File: src/rtl/spi_pkg.sv
// Shared register-map constants, status bit positions and FSM state type
// for the SPI slave.
package spi_pkg;

  localparam logic [1:0] ADDR_DATA = 2'b00;
  localparam logic [1:0] ADDR_STAT = 2'b01;
  localparam logic [1:0] ADDR_CTRL = 2'b10;
  localparam logic [1:0] ADDR_RSVD = 2'b11;

  localparam int STAT_RX_VALID = 0;
  localparam int STAT_TX_FULL  = 1;
  localparam int STAT_OVERRUN  = 2;

  typedef enum logic {
    ST_IDLE   = 1'b0,
    ST_ACTIVE = 1'b1
  } spi_state_e;

endpackage

File: src/rtl/spi_sync.sv
// Multi-flop synchronizer for one asynchronous input, plus a one-cycle
// delayed copy of the synchronized level for edge detection.
module spi_sync #(
  parameter int   STAGES    = 2,
  parameter logic RESET_VAL = 1'b0
) (
  input  logic clk,
  input  logic rst,
  input  logic din,
  output logic dout,
  output logic dout_d
);

  logic [STAGES-1:0] sync_q;

  // NOTE: sequential state is always assigned with <= so every flop samples
  // the pre-edge value of its neighbours, exactly like the hardware.
  always_ff @(posedge clk or posedge rst) begin
    if (rst) begin
      sync_q <= {STAGES{RESET_VAL}};
      dout_d <= RESET_VAL;
    end else begin
      sync_q <= {sync_q[STAGES-2:0], din};
      dout_d <= sync_q[STAGES-1];
    end
  end

  assign dout = sync_q[STAGES-1];

endmodule

File: src/rtl/spi_slave.sv
// SPI mode-0 slave with 8-bit frames, MSB first, oversampled on clk, plus a
// small host register interface for tx/rx bytes and status.
module spi_slave
  import spi_pkg::*;
#(
  parameter int SYNC_STAGES = 2
) (
  input  logic       clk,
  input  logic       rst,
  input  logic [7:0] in_data,
  input  logic [1:0] addr,
  input  logic       wr,
  input  logic       rd,
  input  logic       cs,
  output logic [7:0] out_data,
  input  logic       sclk,
  input  logic       mosi,
  input  logic       ss_n,
  output logic       miso
);

  logic sclk_s, sclk_d, mosi_s, mosi_dly_unused, ss_s, ss_d;

  spi_sync #(.STAGES(SYNC_STAGES), .RESET_VAL(1'b0)) u_sync_sclk (
    .clk(clk), .rst(rst), .din(sclk), .dout(sclk_s), .dout_d(sclk_d));
  spi_sync #(.STAGES(SYNC_STAGES), .RESET_VAL(1'b0)) u_sync_mosi (
    .clk(clk), .rst(rst), .din(mosi), .dout(mosi_s), .dout_d(mosi_dly_unused));
  spi_sync #(.STAGES(SYNC_STAGES), .RESET_VAL(1'b1)) u_sync_ss (
    .clk(clk), .rst(rst), .din(ss_n), .dout(ss_s), .dout_d(ss_d));

  spi_state_e state, state_nxt;
  logic       start, abort;
  logic [7:0] tx_buf, tx_shift, tx_shift_nxt, rx_shift, rx_data;
  logic [2:0] bit_cnt;
  logic       tx_full, rx_valid, overrun, reload_pend;

  logic sclk_rise, sclk_fall, ss_fall, running;
  logic rx_step, tx_step, byte_done, reload;
  logic wr_data, wr_ovr_clr, rd_data, rd_any;

  assign sclk_rise = sclk_s & ~sclk_d;
  assign sclk_fall = ~sclk_s & sclk_d;
  assign ss_fall   = ~ss_s & ss_d;

  always_ff @(posedge clk or posedge rst) begin
    if (rst) state <= ST_IDLE;
    else     state <= state_nxt;
  end

  // NOTE: every signal written here gets a default first, so no path leaves
  // it unassigned and no latch is inferred.
  always_comb begin
    state_nxt = state;
    start     = 1'b0;
    abort     = 1'b0;
    unique case (state)
      ST_IDLE:   if (ss_fall) begin state_nxt = ST_ACTIVE; start = 1'b1; end
      ST_ACTIVE: if (ss_s)    begin state_nxt = ST_IDLE;   abort = 1'b1; end
    endcase
  end

  // sclk edges only count while the frame is live; a deselect wins any tie.
  assign running   = (state == ST_ACTIVE) && !ss_s;
  assign rx_step   = running && sclk_rise;
  assign tx_step   = running && sclk_fall;
  assign byte_done = rx_step && (bit_cnt == 3'd7);
  assign reload    = start || (tx_step && reload_pend);

  assign wr_data    = cs && wr && (addr == ADDR_DATA);
  assign wr_ovr_clr = cs && wr && (addr == ADDR_CTRL) && in_data[0];
  assign rd_data    = cs && rd && (addr == ADDR_DATA);
  assign rd_any     = cs && rd;

  always_comb begin
    tx_shift_nxt = tx_shift;
    if (reload)       tx_shift_nxt = tx_full ? tx_buf : 8'h00;
    else if (tx_step) tx_shift_nxt = {tx_shift[6:0], 1'b0};
  end

  // NOTE: the whole datapath resets here; these are plain registers, not
  // memories, so clearing them asynchronously costs nothing.
  always_ff @(posedge clk or posedge rst) begin
    if (rst) begin
      tx_shift    <= 8'h00;
      miso        <= 1'b0;
      rx_shift    <= 8'h00;
      bit_cnt     <= 3'd0;
      reload_pend <= 1'b0;
    end else begin
      tx_shift <= tx_shift_nxt;
      miso     <= (state_nxt == ST_ACTIVE) ? tx_shift_nxt[7] : 1'b0;
      if (start || abort) begin
        bit_cnt     <= 3'd0;
        reload_pend <= 1'b0;
      end else begin
        if (rx_step) begin
          rx_shift <= {rx_shift[6:0], mosi_s};
          bit_cnt  <= bit_cnt + 3'd1;
        end
        if (byte_done)    reload_pend <= 1'b1;
        else if (tx_step) reload_pend <= 1'b0;
      end
    end
  end

  // Host side: set events beat same-cycle clears so no byte is lost.
  always_ff @(posedge clk or posedge rst) begin
    if (rst) begin
      tx_buf   <= 8'h00;
      tx_full  <= 1'b0;
      rx_data  <= 8'h00;
      rx_valid <= 1'b0;
      overrun  <= 1'b0;
      out_data <= 8'h00;
    end else begin
      if (wr_data) tx_buf <= in_data;
      if (wr_data)     tx_full <= 1'b1;
      else if (reload) tx_full <= 1'b0;

      if (byte_done) rx_data <= {rx_shift[6:0], mosi_s};
      if (byte_done)    rx_valid <= 1'b1;
      else if (rd_data) rx_valid <= 1'b0;

      if (byte_done && rx_valid && !rd_data) overrun <= 1'b1;
      else if (wr_ovr_clr)                   overrun <= 1'b0;

      if (rd_any) begin
        unique case (addr)
          ADDR_DATA: out_data <= rx_data;
          ADDR_STAT: begin
            out_data                <= 8'h00;
            out_data[STAT_RX_VALID] <= rx_valid;
            out_data[STAT_TX_FULL]  <= tx_full;
            out_data[STAT_OVERRUN]  <= overrun;
          end
          ADDR_CTRL: out_data <= tx_buf;
          ADDR_RSVD: out_data <= 8'h00;
        endcase
      end
    end
  end

endmodule
File: config.mk
export PLATFORM = sky130hd
export DESIGN_NAME = spi_slave
export DESIGN_NICKNAME = d
export VERILOG_FILES = /design/src/rtl/spi_pkg.sv /design/src/rtl/spi_sync.sv /design/src/rtl/spi_slave.sv
export SDC_FILE = /design/constraint.sdc
export NUM_CORES = 1
export LEC_CHECK = 0
export BUFFER_PORTS_ARGS = -buffer_cell sky130_fd_sc_hd__buf_2
export CORE_MARGIN = 10
export CORE_UTILIZATION = 50
export DETAILED_ROUTE_END_ITERATION = 8
export GPL_TIMING_DRIVEN = 0
export PLACE_DENSITY = 0.7
export SYNTH_ARGS = -nofsm -noshare
export SYNTH_HDL_FRONTEND = slang
export SYNTH_SLANG_ARGS = --single-unit
File: constraint.sdc
create_clock -name clk -period 2.4 [get_ports clk]
set_clock_uncertainty 0.05 [all_clocks]
set_input_delay 0.48 -clock clk [delete_from_list [all_inputs] [get_ports clk]]
set_output_delay 0.48 -clock clk [all_outputs]
set_load 0.02 [all_outputs]
==> impl_metrics.tcl <==
set metrics [dict create \
    fmax_ghz 0.640 \
    drt_iter0_drc 66 \
    drc 0 \
    pre_cts_ws_ps 731 \
    routed_wl_um 4430 \
    p_leak_nw 1.33 \
    status "completed" \
    p_int_w 0.00137 \
    cts-root-buf "clkbuf_8" \
    cap_violations 0 \
    tritoncts "done" \
    final_util 0.595 \
    hold_ws_ps 35.1 \
    fp-row-count 24 \
    gr-total-overflow 0 \
    seqPwrFrac 0.604 \
    synth_top_area_frac 0.560 \
    cp_data_required_time_ps 2540 \
    worstHoldPathType "input pin to async pin" \
    tightest_slew_ps 601 \
    synth_flop_cell "dfrtp_1" \
    start_util 0.530 \
    ant_nets 0 \
    fill_cells 357 \
    antenna_found_initial 0 \
    postCtsHoldBufs 0 \
    drv_slew 0 \
    ir_drop_uv 364 \
    yosysSeqAreaShare 0.593 \
    fin_nets 218 \
    synth-seq-cells 56 \
    period_minus_slack_ps 1560 \
    grt_max_degree 47 \
    setup_violations 0 \
    syn_area_sq_um 2370 \
    hold_viol_final 0 \
    synth_cell_type_count 37 \
    avgSynthCellArea_sq_um 14.4 \
    clk_pin_slew_worst_paths_ps 90 \
    via_per_inst 5.53 \
    clkPwrFrac 0.263 \
    syn2layout_area_growth_pct 12.3 \
    syn_inst 165 \
    total_power_w 0.00185 \
    worstPathArrival_ps 1710 \
    async_flop_share 1.00 \
    maxSlewHeadroom 0.598 \
    rsz0062_at_grt "false" \
    cts_sinks 56 \
    synth_nets 185 \
    ys_warn_count 0 \
    ios 27 \
    critPathLaunchType "flip-flop" \
    numPortBuffers 25 \
    clock_latency_ps 310 \
    tns_ps 0 \
    wl_met1_um 1890 \
    num_antenna_cells 0 \
    htree_levels 2 \
    cts_max_path_buffers 2 \
    rrSetupSlack_ps 840 \
    die-height_um 88.8 \
    critPathKind "flip-flop to flip-flop" \
    post_drt_wl_per_cell_um 17.7 \
    cts_resized 0 \
    worst_slack_ps 837 \
    grt_usage 0.125 \
    drive_gt1_frac 0.308 \
    yosys.area.top_type "dfrtp_1" \
    hpwlAfterDp_um 3390 \
    p_comb_frac 0.134 \
    fin_crit_sh 0.651 \
    powerDensity_nw_per_um2 696 \
    yosysMostFrequentCell "dfrtp_1" \
    core_area_sq_um 4470 \
    power.net_switching_w 0.000478 \
    cts-buffers-inserted 5 \
    end_kind "flip-flop" \
    critPathMaxFanout 10 \
    place_congestion 0.805 \
    synth_edf_count 0 \
    dr_wl_met2_um 2380 \
    grt_pass1_vias 1510 \
    dieArea_sq_um 7890 \
    route.met3.wl_um 100 \
    switching_share 0.258 \
    synth_commonest_cells "53 x dfrtp_1, 14 x mux2_1, 13 x nand2_1" \
    highest_layer "met4" \
    postCtsSetupBuffers 0 \
    fp.dieW_um 88.8 \
    firstDrtPassIters 4 \
    synth_area_leaders "dfrtp_1 56%, mux2_1 6.7%, mux2_4 5.1%" \
    grt_pass1_wl_um 7510 \
    dr_total_vias 1382 \
]
## per-stage QoR
stage               cells  instance area, sq um
finish                250                  2660
global route          250                  2660
CTS                   250                  2660
detailed placement    243                  2580
global placement      242                  2560
floorplan             165                  2370
## power groups by stage
stage	Sequential (W)	Clock, W	Combinational [W]
final	0.00112	0.000487	0.000248
after global routing	0.00113	0.000546	0.000274
after CTS	0.00112	0.000500	0.000252
after detailed placement	0.00114	0	0.000251
after global placement	0.00113	0	0.000237
after floorplan	0.00113	0	0.000168
## state kept, by name, summed over array words and instances (netlist names)
name,flops
out_data,8
rx_data,8
tx_buf,8
tx_shift,8
rx_shift,7
bit_cnt,3
u_sync_mosi.sync_q,2
u_sync_sclk.sync_q,2
u_sync_ss.sync_q,2
miso,1
overrun,1
reload_pend,1
rx_valid,1
state,1
tx_full,1
u_sync_sclk.dout_d,1
u_sync_ss.dout_d,1
## worst paths after layout
check,from,to,cells past startpoint
min reg2reg,u_sync_ss.sync_q[0]$_DFF_PP1_,u_sync_ss.sync_q[1]$_DFF_PP1_,0
max in group asynchronous,rst,out_data[6]$_DFFE_PP0P_,3
max reg2reg,u_sync_sclk.dout_d$_DFF_PP0_,rx_shift[0]$_DFFE_PP0P_,3
min,rst,u_sync_sclk.sync_q[0]$_DFF_PP0_,2
min in group clk,sclk,u_sync_sclk.sync_q[0]$_DFF_PP0_,1
max,u_sync_sclk.dout_d$_DFF_PP0_,rx_shift[0]$_DFFE_PP0P_,3
## worst max-delay path, stage by stage, from the launching register on
cell,delay (ps)
dfrtp_1,450
and4bb_4,410
buf_4,190
mux2_1,340
## cell families after synthesis
kind of cell / after synthesis / share of synthesized area
flip-flops: 56 / 0.593
AND/OR/NAND/NOR: 35 / 0.101
multiplexers: 34 / 0.169
AO/OA/AOI/OAI: 29 / 0.0982
buffers and inverters: 9 / 0.0280
adder cells (fa/ha/maj): 2 / 0.0106
## cells in the final DEF, fill, tap and decap left out, drive strengths merged
cell type / count
nand2: 14
nand4bb: 1
buf: 33
o21ai: 8
a2bb2oi: 3
o31ai: 1
nor2b: 2
nand2b: 3
a21o: 2
a221o: 6
clkbuf: 6
nor2: 2
a21oi: 1
dfstp: 3
dfrtp: 53
ha: 2
clkinv: 1
nor3b: 6
inv: 1
clkinvlp: 1
o22ai: 1
and4bb: 1
and2b: 1
nand4: 1
nor3: 1
or2: 1
mux2i: 10
a32o: 1
nand4b: 1
o2bb2ai: 2
mux2: 24
o21a: 1
a22o: 3
nand3b: 1
## layout make-up
type                            instances  area [sq um]  share of cell area
Sequential cell                        56          1410               0.528
Multi-Input combinational cell        100           898               0.338
Timing Repair Buffer                   26           145              0.0545
Clock buffer                            5          68.8              0.0259
Tap cell                               52          65.1              0.0244
Buffer                                  8          62.6              0.0235
Clock inverter                          2          12.5             0.00470
Inverter                                1          3.75             0.00141
## routing by layer
metal / GRT usage / vias to the layer above
met5: 0 / -
met4: 0.0455 / 0
met3: 0.0395 / 6
met2: 0.214 / 14
met1: 0.144 / 699
li1: - / 663
No activity file was read; power rests on OpenSTA's default activity.
